===== src/rtl/seq_mul_pkg.sv =====
// Shared types and helpers for the seq_mul_shift_add multiplier and its scoreboard.
package seq_mul_pkg;

  typedef enum logic [1:0] {
    IDLE = 2'd0,
    RUN  = 2'd1,
    DONE = 2'd2
  } state_t;

  localparam int DEFAULT_WIDTH = 4;

  // Cycles from accept to done: k = (index of top set bit of |b|) + 1, or 1 for a zero operand.
  function automatic int expected_latency(input logic [31:0] a_mag, input logic [31:0] b_mag);
    int lat;
    lat = 0;
    if (a_mag == '0 || b_mag == '0) return 1;
    for (int i = 0; i < 32; i++) begin
      if (b_mag[i]) lat = i + 1;
    end
    return lat;
  endfunction

endpackage


===== src/rtl/seq_mul_ctrl.sv =====
// Handshake FSM for seq_mul_shift_add: IDLE -> RUN -> DONE with early exit and abort.
module seq_mul_ctrl
  import seq_mul_pkg::*;
(
  input  logic clk,
  input  logic rst_n,
  input  logic start,
  input  logic abort,
  input  logic zero_op,
  input  logic last,
  output logic ready,
  output logic busy,
  output logic done,
  output logic load,
  output logic step,
  output logic finish
);

  state_t state;

  // ready is high exactly in IDLE/DONE and busy exactly in RUN, so they double as state decodes.
  assign load   = start && ready;
  assign step   = busy && !abort;
  assign finish = (load && zero_op) || (step && last);

  always_ff @(posedge clk) begin
    // NOTE: sequential state uses non-blocking assignments so every register samples pre-edge values.
    if (!rst_n) begin
      state <= IDLE;
      ready <= 1'b1;
      busy  <= 1'b0;
      done  <= 1'b0;
    end else begin
      done <= finish;
      unique case (state)
        IDLE, DONE: begin
          if (start) begin
            state <= zero_op ? DONE : RUN;
            ready <= zero_op;
            busy  <= !zero_op;
          end else begin
            state <= IDLE;
            ready <= 1'b1;
            busy  <= 1'b0;
          end
        end
        RUN: begin
          if (abort) begin
            state <= IDLE;
            ready <= 1'b1;
            busy  <= 1'b0;
          end else if (last) begin
            state <= DONE;
            ready <= 1'b1;
            busy  <= 1'b0;
          end
        end
        default: begin
          state <= IDLE;
          ready <= 1'b1;
          busy  <= 1'b0;
        end
      endcase
    end
  end

endmodule


===== src/rtl/seq_mul_shift_add.sv =====
// Shift-and-add sequential multiplier, one multiplier bit per cycle with early exit.
// Define SEQ_MUL_SIGNED_EN for two's-complement operands (sign-magnitude around the unsigned loop).
module seq_mul_shift_add
  import seq_mul_pkg::*;
#(
  parameter int WIDTH = DEFAULT_WIDTH
) (
  input  logic               clk,
  input  logic               rst_n,
  input  logic               start,
  input  logic               abort,
  input  logic [WIDTH-1:0]   a,
  input  logic [WIDTH-1:0]   b,
  output logic               ready,
  output logic               busy,
  output logic               done,
  output logic [2*WIDTH-1:0] product
);

  localparam int PW = 2 * WIDTH;

  logic [PW-1:0]    mcand;
  logic [PW-1:0]    acc;
  logic [PW-1:0]    acc_next;
  logic [PW-1:0]    result;
  logic [WIDTH-1:0] mplier;
  logic [WIDTH-1:0] a_mag;
  logic [WIDTH-1:0] b_mag;
  logic             zero_op;
  logic             last;
  logic             load;
  logic             step;
  logic             finish;

`ifdef SEQ_MUL_SIGNED_EN
  logic neg;

  // Negating the most-negative value wraps to itself, which is the correct unsigned magnitude.
  assign a_mag  = a[WIDTH-1] ? -a : a;
  assign b_mag  = b[WIDTH-1] ? -b : b;
  assign result = neg ? -acc_next : acc_next;
`else
  assign a_mag  = a;
  assign b_mag  = b;
  assign result = acc_next;
`endif

  assign zero_op  = (a == '0) || (b == '0);
  assign acc_next = mplier[0] ? acc + mcand : acc;
  assign last     = (mplier[WIDTH-1:1] == '0);

  seq_mul_ctrl u_ctrl (
    .clk     (clk),
    .rst_n   (rst_n),
    .start   (start),
    .abort   (abort),
    .zero_op (zero_op),
    .last    (last),
    .ready   (ready),
    .busy    (busy),
    .done    (done),
    .load    (load),
    .step    (step),
    .finish  (finish)
  );

  always_ff @(posedge clk) begin
    if (!rst_n) begin
      mcand   <= '0;
      mplier  <= '0;
      acc     <= '0;
      product <= '0;
`ifdef SEQ_MUL_SIGNED_EN
      neg     <= 1'b0;
`endif
    end else begin
      if (load) begin
        mcand  <= {{WIDTH{1'b0}}, a_mag};
        mplier <= b_mag;
        acc    <= '0;
`ifdef SEQ_MUL_SIGNED_EN
        neg    <= a[WIDTH-1] ^ b[WIDTH-1];
`endif
      end else if (step) begin
        acc    <= acc_next;
        mcand  <= mcand << 1;
        mplier <= mplier >> 1;
      end
      // The zero-operand shortcut finishes on the accept edge and forces a clean 0.
      if (finish) product <= load ? '0 : result;
    end
  end

endmodule


===== config.mk =====
export PLATFORM = sky130hd
export DESIGN_NAME = seq_mul_shift_add
export DESIGN_NICKNAME = d
export VERILOG_FILES = /design/src/rtl/seq_mul_pkg.sv /design/src/rtl/seq_mul_ctrl.sv /design/src/rtl/seq_mul_shift_add.sv
export SDC_FILE = /design/constraint.sdc
export NUM_CORES = 1
export LEC_CHECK = 0
export ABC_CLOCK_PERIOD_IN_PS = 5000
export CORE_MARGIN = 5
export CORE_UTILIZATION = 40
export CTS_BUF_LIST = sky130_fd_sc_hd__clkbuf_8
export CTS_CLUSTER_SIZE = 8
export DETAILED_ROUTE_END_ITERATION = 16
export RECOVER_POWER = 50
export SLEW_MARGIN = 20
export SYNTH_ARGS = -nofsm -noshare
export SYNTH_HDL_FRONTEND = slang
export SYNTH_HIERARCHICAL = 1
export SYNTH_SLANG_ARGS = --single-unit

===== constraint.sdc =====
create_clock -name clk -period 5 [get_ports clk]
set_input_delay 1 -clock clk [delete_from_list [all_inputs] [get_ports clk]]
set_output_delay 1 -clock clk [all_outputs]
set_load 0.01 [all_outputs]

# Word-level counts from Yosys, hierarchy flattened
# Cells that the tools add are included.
# W data, S select, Z words.
# op_classes
addsub,1
eq_ne,3
mux,19
bitwise,1
n_reduce_logical,15
# ops
op,n
$mux W4,4
$mux W8,2
$add A8 B8 Y8,1
$logic_not A4 Y1,2
$mux W2,4
$mux W1,6
$logic_and A1 B1 Y1,4
$pmux W1 S2,2
$pmux W2 S2,1
$reduce_or A2 Y1,2
$logic_not A3 Y1,1
$ne A3 B2 Y1 const B,1
$eq A2 B1 Y1 const B,1
$eq A2 B2 Y1 const B,1
$logic_not A1 Y1,2
$logic_not A2 Y1,1
$logic_or A1 B1 Y1,2
$reduce_bool A2 Y1,1
$not A1 Y1,1
# word_totals
ff_bits,33
in_bits,12
output_inout_bits,11
word_cells,48

# Longest topological paths before layout
# Gate-level depths: netlist of the first run.
# logic_depth
depth_word,5
ltp_mapped,9
depth_no_buf,8

# By module
# Netlist of the first run, hierarchy kept.
# modules_own_cells
mod,n_inst,cells_each,area_each_um2,seq_area_each_um2
seq_mul_shift_add,1,178,1532.7,560.5
seq_mul_ctrl,1,21,232.7,100.1

# Least setup slack after synthesis of the first run
# Ideal clock, no wire load.
# synth_path
path_kind,input -> register
startpoint,input b[2]
endpoint,register product[7]
arrival_ps,2542
path_slack_ps,2396
stages,8
path_cell_list,or4_1 > o41ai_1 > nand3_1 > nand2_1 > clkbuf_1 > nand3_1 > a211o_2 > nand3_1
# synth_between
elab_chain_cells,4
# synth_lines
element,line,source
"start, declared",seq_mul_shift_add.sv:13,"input logic [WIDTH-1:0] b,"
$logic_not A4 Y1,seq_mul_shift_add.sv:48,assign zero_op = (a == '0) || (b == '0);
$logic_or A1 B1 Y1,seq_mul_shift_add.sv:48,
via zero_op,seq_mul_shift_add.sv:29,logic zero_op;
$logic_and A1 B1 Y1,seq_mul_ctrl.sv:24,assign finish = (load && zero_op) || (step && last);
$logic_or A1 B1 Y1,seq_mul_ctrl.sv:24,
via finish,seq_mul_shift_add.sv:33,logic finish;
"end signal, assigned",seq_mul_shift_add.sv:90,if (finish) product <= load ? '0 : result;
"end, declared",seq_mul_shift_add.sv:17,output logic [2*WIDTH-1:0] product
# The timed path passes the listed nets, and every way through them passes these cells.
# A chain may end at the register's enable or synchronous reset.

# Final worst setup path of the first run
# layout_path
startpoint,input abort
endpoint,register mcand[3]
# layout_between
elab_chain_cells,3
# layout_lines
element,line,source
"start, declared",seq_mul_shift_add.sv:11,"input logic abort,"
$logic_not A1 Y1,seq_mul_ctrl.sv:23,assign step = busy && !abort;
$logic_and A1 B1 Y1,seq_mul_ctrl.sv:23,
via step,seq_mul_shift_add.sv:32,logic step;
$reduce_bool A2 Y1 (no line),-,
"end signal, assigned",seq_mul_shift_add.sv:78,"mcand <= {{WIDTH{1'b0}}, a_mag};"
"end signal, assigned",seq_mul_shift_add.sv:86,mcand <= mcand << 1;
"end, declared",seq_mul_shift_add.sv:22,logic [PW-1:0] mcand;
# The timed path passes the listed nets, and every way through them passes these cells.

==> flow_summary.ini, run 1 <==
[critical_path]
cp_max_fo = 12
rr_endpoint = mcand[3]
crit_path_start_kind = primary input
reg2reg_from = u_ctrl/busy
r2r_setup_slack_ps = 2630
crit_family = buffers and inverters
path_class = in -> reg
reg2reg_depth = 5
cp_num_buf_inv = 2
cpPeakStageDelay_ps = 730
cp_cell_sequence = dlygate4sd3_1, nor2b_1, clkbuf_1, mux2i_1, o21ai_0, and2_1
cp.required_ps = 5180
arrival_ps = 3500
cp-end-kind = flip-flop
cp.depth = 6
slowest_stage = nor2b_1

[grt]
grt_max_degree = 23
track_usage_pct = 13.15
grt_antenna_before_repair = 0
overflow = 0
grt_pass1_wl_mm = 6.375
grt_pass1_vias = 1371

[die]
pin_count = 23
rows = 24
dieWidth_um = 76.44
die_y_um = 76.44
initial_core_util_pct = 40.83
dieArea_um2 = 5842
core_um2 = 4324

[power]
power.density_nw_per_um2 = 253.5
power_mw = 0.5352
peakVddDrop_mv = 0.1072
p_leak_nw = 0.7899

[synth]
synth_flop_cell = dfxtp_1
async_reset_ff_share_pct = 0
synth-edff-count = 0
syn_avg_cell_area_um2 = 8.872
synthesis.area_um2 = 1765
ys_ff_latch = 33
yosys_warnings = 6
synth_cells = 199
synthDistinctLibCells = 44
synth_nets = 219
ys_seq_area_share_pct = 37.42

[placed_design]
gp_congestion = 0.7538
port_buffers = 22
dp_hpwl_mm = 2.644

[hold_path]
holdCritPathClass = reg -> reg
hold_depth = 2
hold_end = product[3]
worstHoldStart = product[3]

[flow_run]
cap_violations = 0

[final_layout]
fin_nets = 241
final_common_cell = dfxtp_1
antenna_cells = 0
n_fill_cell = 436
drive_gt1_share_pct = 6.335
synthToLayoutAreaGrowth_pct = 19.56
final_cell_mix = 33 x dfxtp_1, 23 x nand2_1, 15 x mux2i_1

[clock_network]
cts.clk_slew.worst_paths_ps = 60
clock_path_buffers = 2
postCtsSetupRepairBufs = 0
ctsResizeCount = 0
htreeDepth = 2
cts_tree = done
numCtsBuffers = 5
hold_buffers = 0
cts-root-buf = clkbuf_8
cts_num_sinks = 33
clock_latency_ps = 280

[sta]
relSlewSlack_pct = 39.65
final.period_utilization_pct = 66.49
max_freq_ghz = 0.3008
hold_viol = 0
tightest_slew_ps = 903.4
timing.final.max_slew_violations = 0
skew_ps = 3.398
tns_ps = 0
rsz0062_at_grt = false
fin_crit_ps = 3324
finalSetupViolCount = 0
hold_slack_ps = 445.4

[run_status]
status = finished, final reports clean

[route]
ant_nets = 0
drc = 0
wirelength_mm = 3.587
drt_iter0_drc = 74
num_vias = 1428
wl_per_cell_um = 13.14
dr.pass1.iters = 4
vias_per_cell = 5.231
## through the flow
stage               cell area, um^2  setup WS [ps]  cells  utilization (%)
floorplan                      1765           2396    199                -
global placement               2031           1890    266            46.96
detailed placement             2031           1788    266            46.96
CTS                            2117           2078    273            48.96
global route                   2111           1493    273            48.81
finish                         2111           1676    273            48.81
## where the power goes
group / internal (mW) / switching, mW / total [mW]
registers: 0.270 / 0.00867 / 0.279
logic: 0.0281 / 0.0299 / 0.0580
clock network: 0.107 / 0.0913 / 0.198
## how the worst max path moves through the flow
stage           from    endpoint  slack [ps]
2_1_floorplan   b[2]  product[7]        2400
3_3_place_gp    b[2]  product[6]        1890
3_5_place_dp    b[2]  product[6]        1790
4_1_cts         b[2]  product[6]        2080
5_1_grt        abort   mplier[2]        1490
6_report       abort    mcand[3]        1680
## final cells by class
type                            count  area (um^2)  share of cell area (%)
Timing Repair Buffer               24        231.5                   10.97
Sequential cell                    33        660.6                   31.30
Tap cell                           52        65.06                   3.082
Clock buffer                        6        82.58                   3.912
Clock inverter                      1        3.754                  0.1778
Inverter                            8        30.03                   1.423
Multi-Input combinational cell    149         1037                   49.14
## synthesized netlist by cell type, types with 2 or more instances
cell type	count	share of area (%)
nor3_1	2	0.57
a31oi_1	2	0.71
or4_1	2	0.85
o21a_1	2	0.85
xor2_1	2	0.99
dfxtp_1	33	37
ha_1	7	5.0
o22ai_1	3	1.1
o21ai_0	14	4.0
and2_1	10	3.5
a211oi_1	2	0.85
nor2_1	9	1.9
buf_2	3	0.85
inv_1	8	1.7
nand2_1	23	4.9
mux2i_1	15	8.5
clkbuf_1	5	1.1
nor3b_1	3	1.3
nand3b_1	2	0.85
nand2b_1	3	1.1
a21boi_0	2	0.85
nand3_1	8	2.3
a21oi_1	11	3.1
nor2b_1	6	2.1
xnor2_1	3	1.5
## sequential cells by signal, indices dropped and copies added, names as in the netlist
signal and flops:
u_ctrl/ready 1, u_ctrl/state 2, product 8, mcand 8, u_ctrl/busy 1, mplier 4, u_ctrl/done 1, acc 8
## worst register-to-register path: cells and delay by family (launching register included)
family                 cells  cell delay (ps)
DFF                        1              370
AOI/OAI and AO/OA          1               80
and+or+nand+nor            2              920
buffers and inverters      1              640
muxes                      1              260
## per-layer routing
metal / vias to the layer above / global-route usage [%] / routed length (um)
met5: - / 0 / 0
met4: 0 / 4.720 / 41
met3: 5 / 3.901 / 187
met2: 28 / 19.61 / 1562
met1: 644 / 17.88 / 1796
li1: 751 / - / -
## cells by family after synthesis
family | count (synthesis) | synth area share (%)
mux | 16 | 9.142
xor+xnor | 5 | 2.481
buf+inv | 17 | 3.827
simple gates | 74 | 23.25
fa+ha+maj | 8 | 6.095
flops | 33 | 37.42
compound gates | 46 | 17.79
Power figures use the tool's default switching activity.
==> inputs of run 2 (changes only) <==
Settings changed: ABC_CLOCK_PERIOD_IN_PS 5000 to 2700.
Clock period 5 ns to 2.7 ns, I/O delays scaled along.
==> flow_summary.ini, run 2 (same netlist as run 1, synthesis figures left out) <==
[route]
wirelength_mm = 3.671
drt_iter0_drc = 52
vias_per_cell = 5.220
num_vias = 1446
drc = 0
wl_per_cell_um = 13.25
ant_nets = 0
dr.pass1.iters = 4

[clock_network]
cts-root-buf = clkbuf_8
hold_buffers = 0
clock_latency_ps = 280
cts_num_sinks = 33
cts.clk_slew.worst_paths_ps = 60
ctsResizeCount = 0
htreeDepth = 2
postCtsSetupRepairBufs = 0
cts_tree = done
clock_path_buffers = 2
numCtsBuffers = 5

[final_layout]
regArea_um2 = 660.6
final_cell_mix = 33 x dfxtp_1, 23 x nand2_1, 15 x mux2i_1
synthToLayoutAreaGrowth_pct = 21.26
multi_input_comb_area_um2 = 1037
antenna_cells = 0
final_common_cell = dfxtp_1
drive_gt1_share_pct = 8.000
n_fill_cell = 444
fin_cells = 277
fin_nets = 245
biggestRegsByFlops = acc x8, mcand x8, product x8

[die]
rows = 24
die_y_um = 76.44
pin_count = 23
initial_core_util_pct = 40.83
dieArea_um2 = 5842
dieWidth_um = 76.44
core_um2 = 4324

[sta]
skew_ps = 5.934
relSlewSlack_pct = 21.38
fin_crit_ps = 2457
finalSetupViolCount = 0
timing.final.max_slew_violations = 0
max_freq_ghz = 0.4070
tightest_slew_ps = 1179
rsz0062_at_grt = false
final.period_utilization_pct = 91.01
tns_ps = 0
hold_viol = 0

[critical_path]
crit_path_start_kind = primary input
path_class = in -> reg
cp-end-kind = flip-flop
reg2reg_depth = 5
arrival_ps = 2630
cp_max_fo = 20
cp.required_ps = 2870

[grt]
overflow = 0
track_usage_pct = 13.26
grt_antenna_before_repair = 0
grt_pass1_wl_mm = 6.444
grt_pass1_vias = 1474
grt_max_degree = 21

[power]
power.density_nw_per_um2 = 468.6
peakVddDrop_mv = 0.3482
p_leak_nw = 0.8089

[placed_design]
port_buffers = 22
dp.cells = 270
dp_hpwl_mm = 2.757
gp_congestion = 0.7999

[flow_run]
cap_violations = 0

[run_status]
status = finished, final reports clean

[hold_path]
hold_depth = 2
holdCritPathClass = reg -> reg
-- run 2: changes by cell type in the layout (fill, tap and decap cells not counted) --
cell	before	now
buf_4	1	5
dlygate4sd3_1	14	11
clkdlybuf4s50_1	8	11
-- run 2: where the power goes --
part	switching [mW]	internal, mW	total, mW
registers	0.0131	0.500	0.513
logic	0.0608	0.0580	0.119
clock network	0.173	0.198	0.371
total	0.247	0.757	1.00
-- run 2: path summary, 6_finish.rpt --
kind | start | to | slack, ps
worst min register to register | product[3] | product[3] | 450
worst max-delay path | abort | mcand[3] | 240
worst max register to register | u_ctrl/busy | mcand[3] | 610
worst min-delay path | product[3] | product[3] | 450
-- run 2: worst max-delay path, cell delays in order --
cell             delay, ps
clkdlybuf4s50_1        490
nor2b_1                190
clkbuf_1               890
mux2i_1                260
o21ai_0                 90
and2_1                 160
-- run 2: layout make-up --
type	instances	area share, %
clock buffer	6	3.857
clock inverter	1	0.1753
inverter	8	1.403
multi-input combinational	149	48.45
sequential	33	30.86
tap	52	3.039
timing repair buffer	28	12.22
-- run 2: routing by layer --
layer  wire length [um]  vias up  track usage (%)
li1                   -      758                -
met1               1796      653            16.61
met2               1656       26            21.49
met3                160        9            4.019
met4                 57        0            4.545
met5                  0        -                0
-- run 2: per-stage QoR --
stage | utilization [%] | hold WS (ps) | power (mW) | instance area [um^2] | setup WS, ps
2_1_floorplan | - | 452.4 | 0.5943 | 1765 | 556.1
3_3_place_gp | 47.66 | 440.0 | 0.6444 | 2061 | 155.3
3_5_place_dp | 47.66 | 443.2 | 0.6449 | 2061 | 115.1
4_1_cts | 49.65 | 458.9 | 1.018 | 2147 | 411.8
5_1_grt | 49.51 | 479.4 | 1.054 | 2141 | 75.49
6_report | 49.51 | 446.9 | 1.003 | 2141 | 242.8
==> inputs of run 3 (changes only) <==
Settings changed: ABC_CLOCK_PERIOD_IN_PS 2700 to 2100, DONT_BUFFER_PORTS set to 1.
Clock period 2.7 ns to 2.1 ns, I/O delays scaled along.
==> flow_summary.ini, run 3 (same netlist as run 1, synthesis figures left out) <==
[critical_path]
cp.depth = 7
rr_endpoint = product[6]
cp-endpoint = product[6]
crit_family = compound AO/OA/AOI/OAI gates
r2r_setup_slack_ps = 170
slowest_stage = fa_1
reg2reg_depth = 7
startpoint = mcand[0]
cpPeakStageDelay_ps = 410
arrival_ps = 2100
path_class = reg -> reg
cp-end-kind = flip-flop
cp.required_ps = 2260
crit_path_start_kind = flip-flop
reg2reg_from = mcand[0]
cp_num_buf_inv = 0
cp_max_fo = 3
cp_cell_sequence = ha_1, fa_1, a21oi_1, o21ai_0, a21oi_2, xnor2_1, a31oi_1

[grt]
grt_pass1_wl_mm = 6.589
track_usage_pct = 13.81
grt_antenna_before_repair = 0
overflow = 0
grt_max_degree = 23
grt_pass1_vias = 1379

[sta]
rsz0062_at_grt = false
setup_ws_ps = 165.4
hold_slack_ps = 241.4
fin_crit_ps = 1935
tns_ps = 0
max_freq_ghz = 0.5169
tightest_slew_ps = 653.1
finalSetupViolCount = 0
hold_viol = 0
skew_ps = 5.055
final.period_utilization_pct = 92.12
relSlewSlack_pct = 55.89
timing.final.max_slew_violations = 0

[route]
wirelength_mm = 3.637
ant_nets = 0
drc = 0
vias_per_cell = 5.379
drt_iter0_drc = 131
wl_per_cell_um = 14.21
dr.pass1.iters = 4
num_vias = 1377

[die]
core_um2 = 4324
dieArea_um2 = 5842
die_y_um = 76.44
rows = 24
dieWidth_um = 76.44
initial_core_util_pct = 40.83
pin_count = 23

[clock_network]
htreeDepth = 2
postCtsSetupRepairBufs = 0
clock_latency_ps = 280
cts-root-buf = clkbuf_8
cts_num_sinks = 33
cts.clk_slew.worst_paths_ps = 70
numCtsBuffers = 5
cts_tree = done
clock_path_buffers = 2

[hold_path]
holdCritPathClass = in -> reg
hold_depth = 1

[power]
p_leak_nw = 0.7083
p_seq_share_pct = 52.4
power.density_nw_per_um2 = 647.1
peakVddDrop_mv = 0.3793
p_clk_share_pct = 37.8
power_frac_comb_pct = 9.7
p_int_mw = 0.9551
netSwitchingPower_mw = 0.3040
power_mw = 1.259
p_sw_share_pct = 24.14

[final_layout]
final_cell_mix = 33 x dfxtp_1, 23 x nand2_1, 15 x mux2i_1
biggestRegsByFlops = acc x8, mcand x8, product x8
antenna_cells = 0
final_common_cell = dfxtp_1
n_fill_cell = 454
fin_nets = 224
drive_gt1_share_pct = 10.29
regArea_um2 = 660.6
multi_input_comb_area_um2 = 1041
synthToLayoutAreaGrowth_pct = 10.21

[placed_design]
pre_cts_ws_ps = 42.40
gp_congestion = 0.7784
port_buffers = 0
dp_hpwl_mm = 2.665

[flow_run]
cap_violations = 0

[run_status]
status = finished, final reports clean
-- run 3: changes by cell type in the layout (fill, tap and decap cells not counted) --
cell | before | now
a21oi_1 | 11 | 10
buf_12 | 0 | 1
clkdlybuf4s50_1 | 11 | 0
and2_1 | 9 | 10
a21oi_2 | 0 | 1
dlygate4sd3_1 | 11 | 0
and2_0 | 1 | 0
clkbuf_1 | 1 | 0
clkbuf_2 | 0 | 1
-- run 3: worst min-delay path by stage --
| stage | startpoint | endpoint | slack [ps] |
|---|---|---|---|
| global placement | acc[3] | acc[3] | 470 |
| finish | rst_n | u_ctrl/ready | 240 |
| CTS | rst_n | u_ctrl/ready | 230 |
| global route | rst_n | u_ctrl/ready | 220 |
| floorplan | acc[3] | acc[3] | 450 |
| detailed placement | acc[3] | acc[3] | 470 |
-- run 3: power by group through the flow --
stage	clock network (mW)	logic (mW)	registers, mW
global route	0.531	0.138	0.663
finish	0.476	0.123	0.660
CTS	0.493	0.124	0.660
detailed placement	0	0.123	0.674
floorplan	0	0.0945	0.670
global placement	0	0.123	0.674
-- run 3: worst register-to-register path, delay by kind of cell (launching register included) --
family                   cells  cell delay [ps]
flip-flops                   1              320
AO/OA/AOI/OAI                4              710
adder cells (fa/ha/maj)      2              640
XOR/XNOR                     1              150
-- run 3: area by class of cell --
type,instances,area share [%]
clock buffers,6,4.244
clock inverters,1,0.1929
inverters,8,1.543
multi-input cells,149,53.50
flip-flops and latches,33,33.95
well taps,52,3.344
repair buffers,7,3.215
-- run 3: metrics by stage --
step                      std cells  utilization (%)  cell area (um^2)
after floorplan                 199                -              1765
after global placement          249            43.03              1861
after detailed placement        249            43.03              1861
after CTS                       256            45.02              1947
after global routing            256            44.99              1946
final                           256            44.99              1946
-- run 3: layer usage --
metal	GRT usage, %	part of all wire, %	routed length, um
met1	17.57	48	1756
met2	20.98	44	1595
met3	5.319	6.8	247
met4	5.245	1.0	38
met5	0	0	0
-- run 3: what timing repair did --
action	4_1_cts	5_1_grt
hold endpoints to repair	0	0
resized for setup	0	1
setup endpoints to repair	0	1
hold buffers	0	0
==> patch: new RTL, flow settings as in run 2 <==
Reset style: asynchronous (`rst_n`), changed in 2 clocked blocks.
--- a/src/rtl/seq_mul_ctrl.sv
+++ b/src/rtl/seq_mul_ctrl.sv
@@ -24,5 +24,5 @@
   assign finish = (load && zero_op) || (step && last);
 
-  always_ff @(posedge clk) begin
+  always_ff @(posedge clk or negedge rst_n) begin
     // NOTE: sequential state uses non-blocking assignments so every register samples pre-edge values.
     if (!rst_n) begin
--- a/src/rtl/seq_mul_shift_add.sv
+++ b/src/rtl/seq_mul_shift_add.sv
@@ -65,5 +65,5 @@
   );
 
-  always_ff @(posedge clk) begin
+  always_ff @(posedge clk or negedge rst_n) begin
     if (!rst_n) begin
       mcand   <= '0;
Formal check against the unedited RTL: differs if rst_n is asserted again (counterexample within 4 cycles, from zero or initial values and one cycle with rst_n low); with rst_n held inactive, the same outputs for 10 cycles.
==> patch against run 2 <==
Via count grew 4.4%. Maximum frequency grew 4.3%. Global-route usage grew 2.3 points. Final area grew 7.6%. Sequential cell count unchanged. Worst setup slack improved by 100 ps. Synthesized cell count is 1.0% higher. Die area is 7.2% higher. Routed wire length increased by 14%. First-iteration DRC count grew 21%. Synthesized area increased by 8.3%. Largest cell class unchanged.
Power is not compared: it rests on default switching activity, and its combinational part moved more than twofold at a synthesized area within 25%.
==> patch: results <==
[finish]
non_cts_buffers = 29
share_of_cells_above_drive_strength_1_pct = 10.1
inverter_count = 13
num-fill-cells = 471
stdcell_count = 281
layout.buffer.nonclock.area_share_pct = 12.0

[route]
detailroute.wirelength.met2_um = 1830
drtIter0Drc = 63
wirelength_met1_um = 2120
avgRoutedWirePerCell_um = 14.9

[logic_synthesis]
postSynth.asyncResetShare_pct = 100
syn_nets = 221
ys_dominant_reg_cell = "sky130_fd_sc_hd__dfrtp_1"
synth.yosys.seq_area_share_pct = 43.3
post_synth_most_frequent_cells = "sky130_fd_sc_hd__dfrtp_1 (32), sky130_fd_sc_hd__nand2_1 (24), sky130_fd_sc_hd__mux2i_1 (14)"

[setup_path]
timing.critical_path.arrival_ps = 2510
r2r-start = "mcand[0]$_DFFE_PN0P_"
setup.worst_path.end = "acc[6]$_DFFE_PN0P_"
crit_path_max_fanout = 13
worst-r2r-setup-slack_ps = 540

[global_route]
met2_usage_pct = 23.3
first_pass_grt_wire_length_um = 7560
grt_max_degree = 34
use_met3_pct = 4.20

[sta]
timing.clock.skew_ps = 8.14
hold_slack_ps = 478

[status]
outcome = "complete, no violations"

[place]
detailed_place.area_sq_um = 2210
placedCellCount = 273
==> patch: cell types whose count changed after synthesis, moves of 3 or more <==
cell / change
sky130_fd_sc_hd__and2_1: -9
sky130_fd_sc_hd__dfrtp_1: +32
sky130_fd_sc_hd__dfxtp_1: -33
sky130_fd_sc_hd__inv_1: +5
sky130_fd_sc_hd__nand3_1: -4
sky130_fd_sc_hd__nor2_1: +3
sky130_fd_sc_hd__nor3_1: +3
sky130_fd_sc_hd__nor4_1: +3
sky130_fd_sc_hd__o21ai_1: +3
==> patch: logic make-up (layout without fill, tap and decap cells) <==
family | count (synthesis) | count (layout) | share of synthesized area [%]
AO/OA/AOI/OAI | 53 | 53 | 18.5
buffers and inverters | 24 | 50 | 5.43
multiplexers | 15 | 15 | 7.92
adder cells (fa/ha/maj) | 8 | 8 | 5.63
flip-flops | 33 | 33 | 43.3
XOR/XNOR | 3 | 3 | 1.37
AND/OR/NAND/NOR | 65 | 65 | 17.9
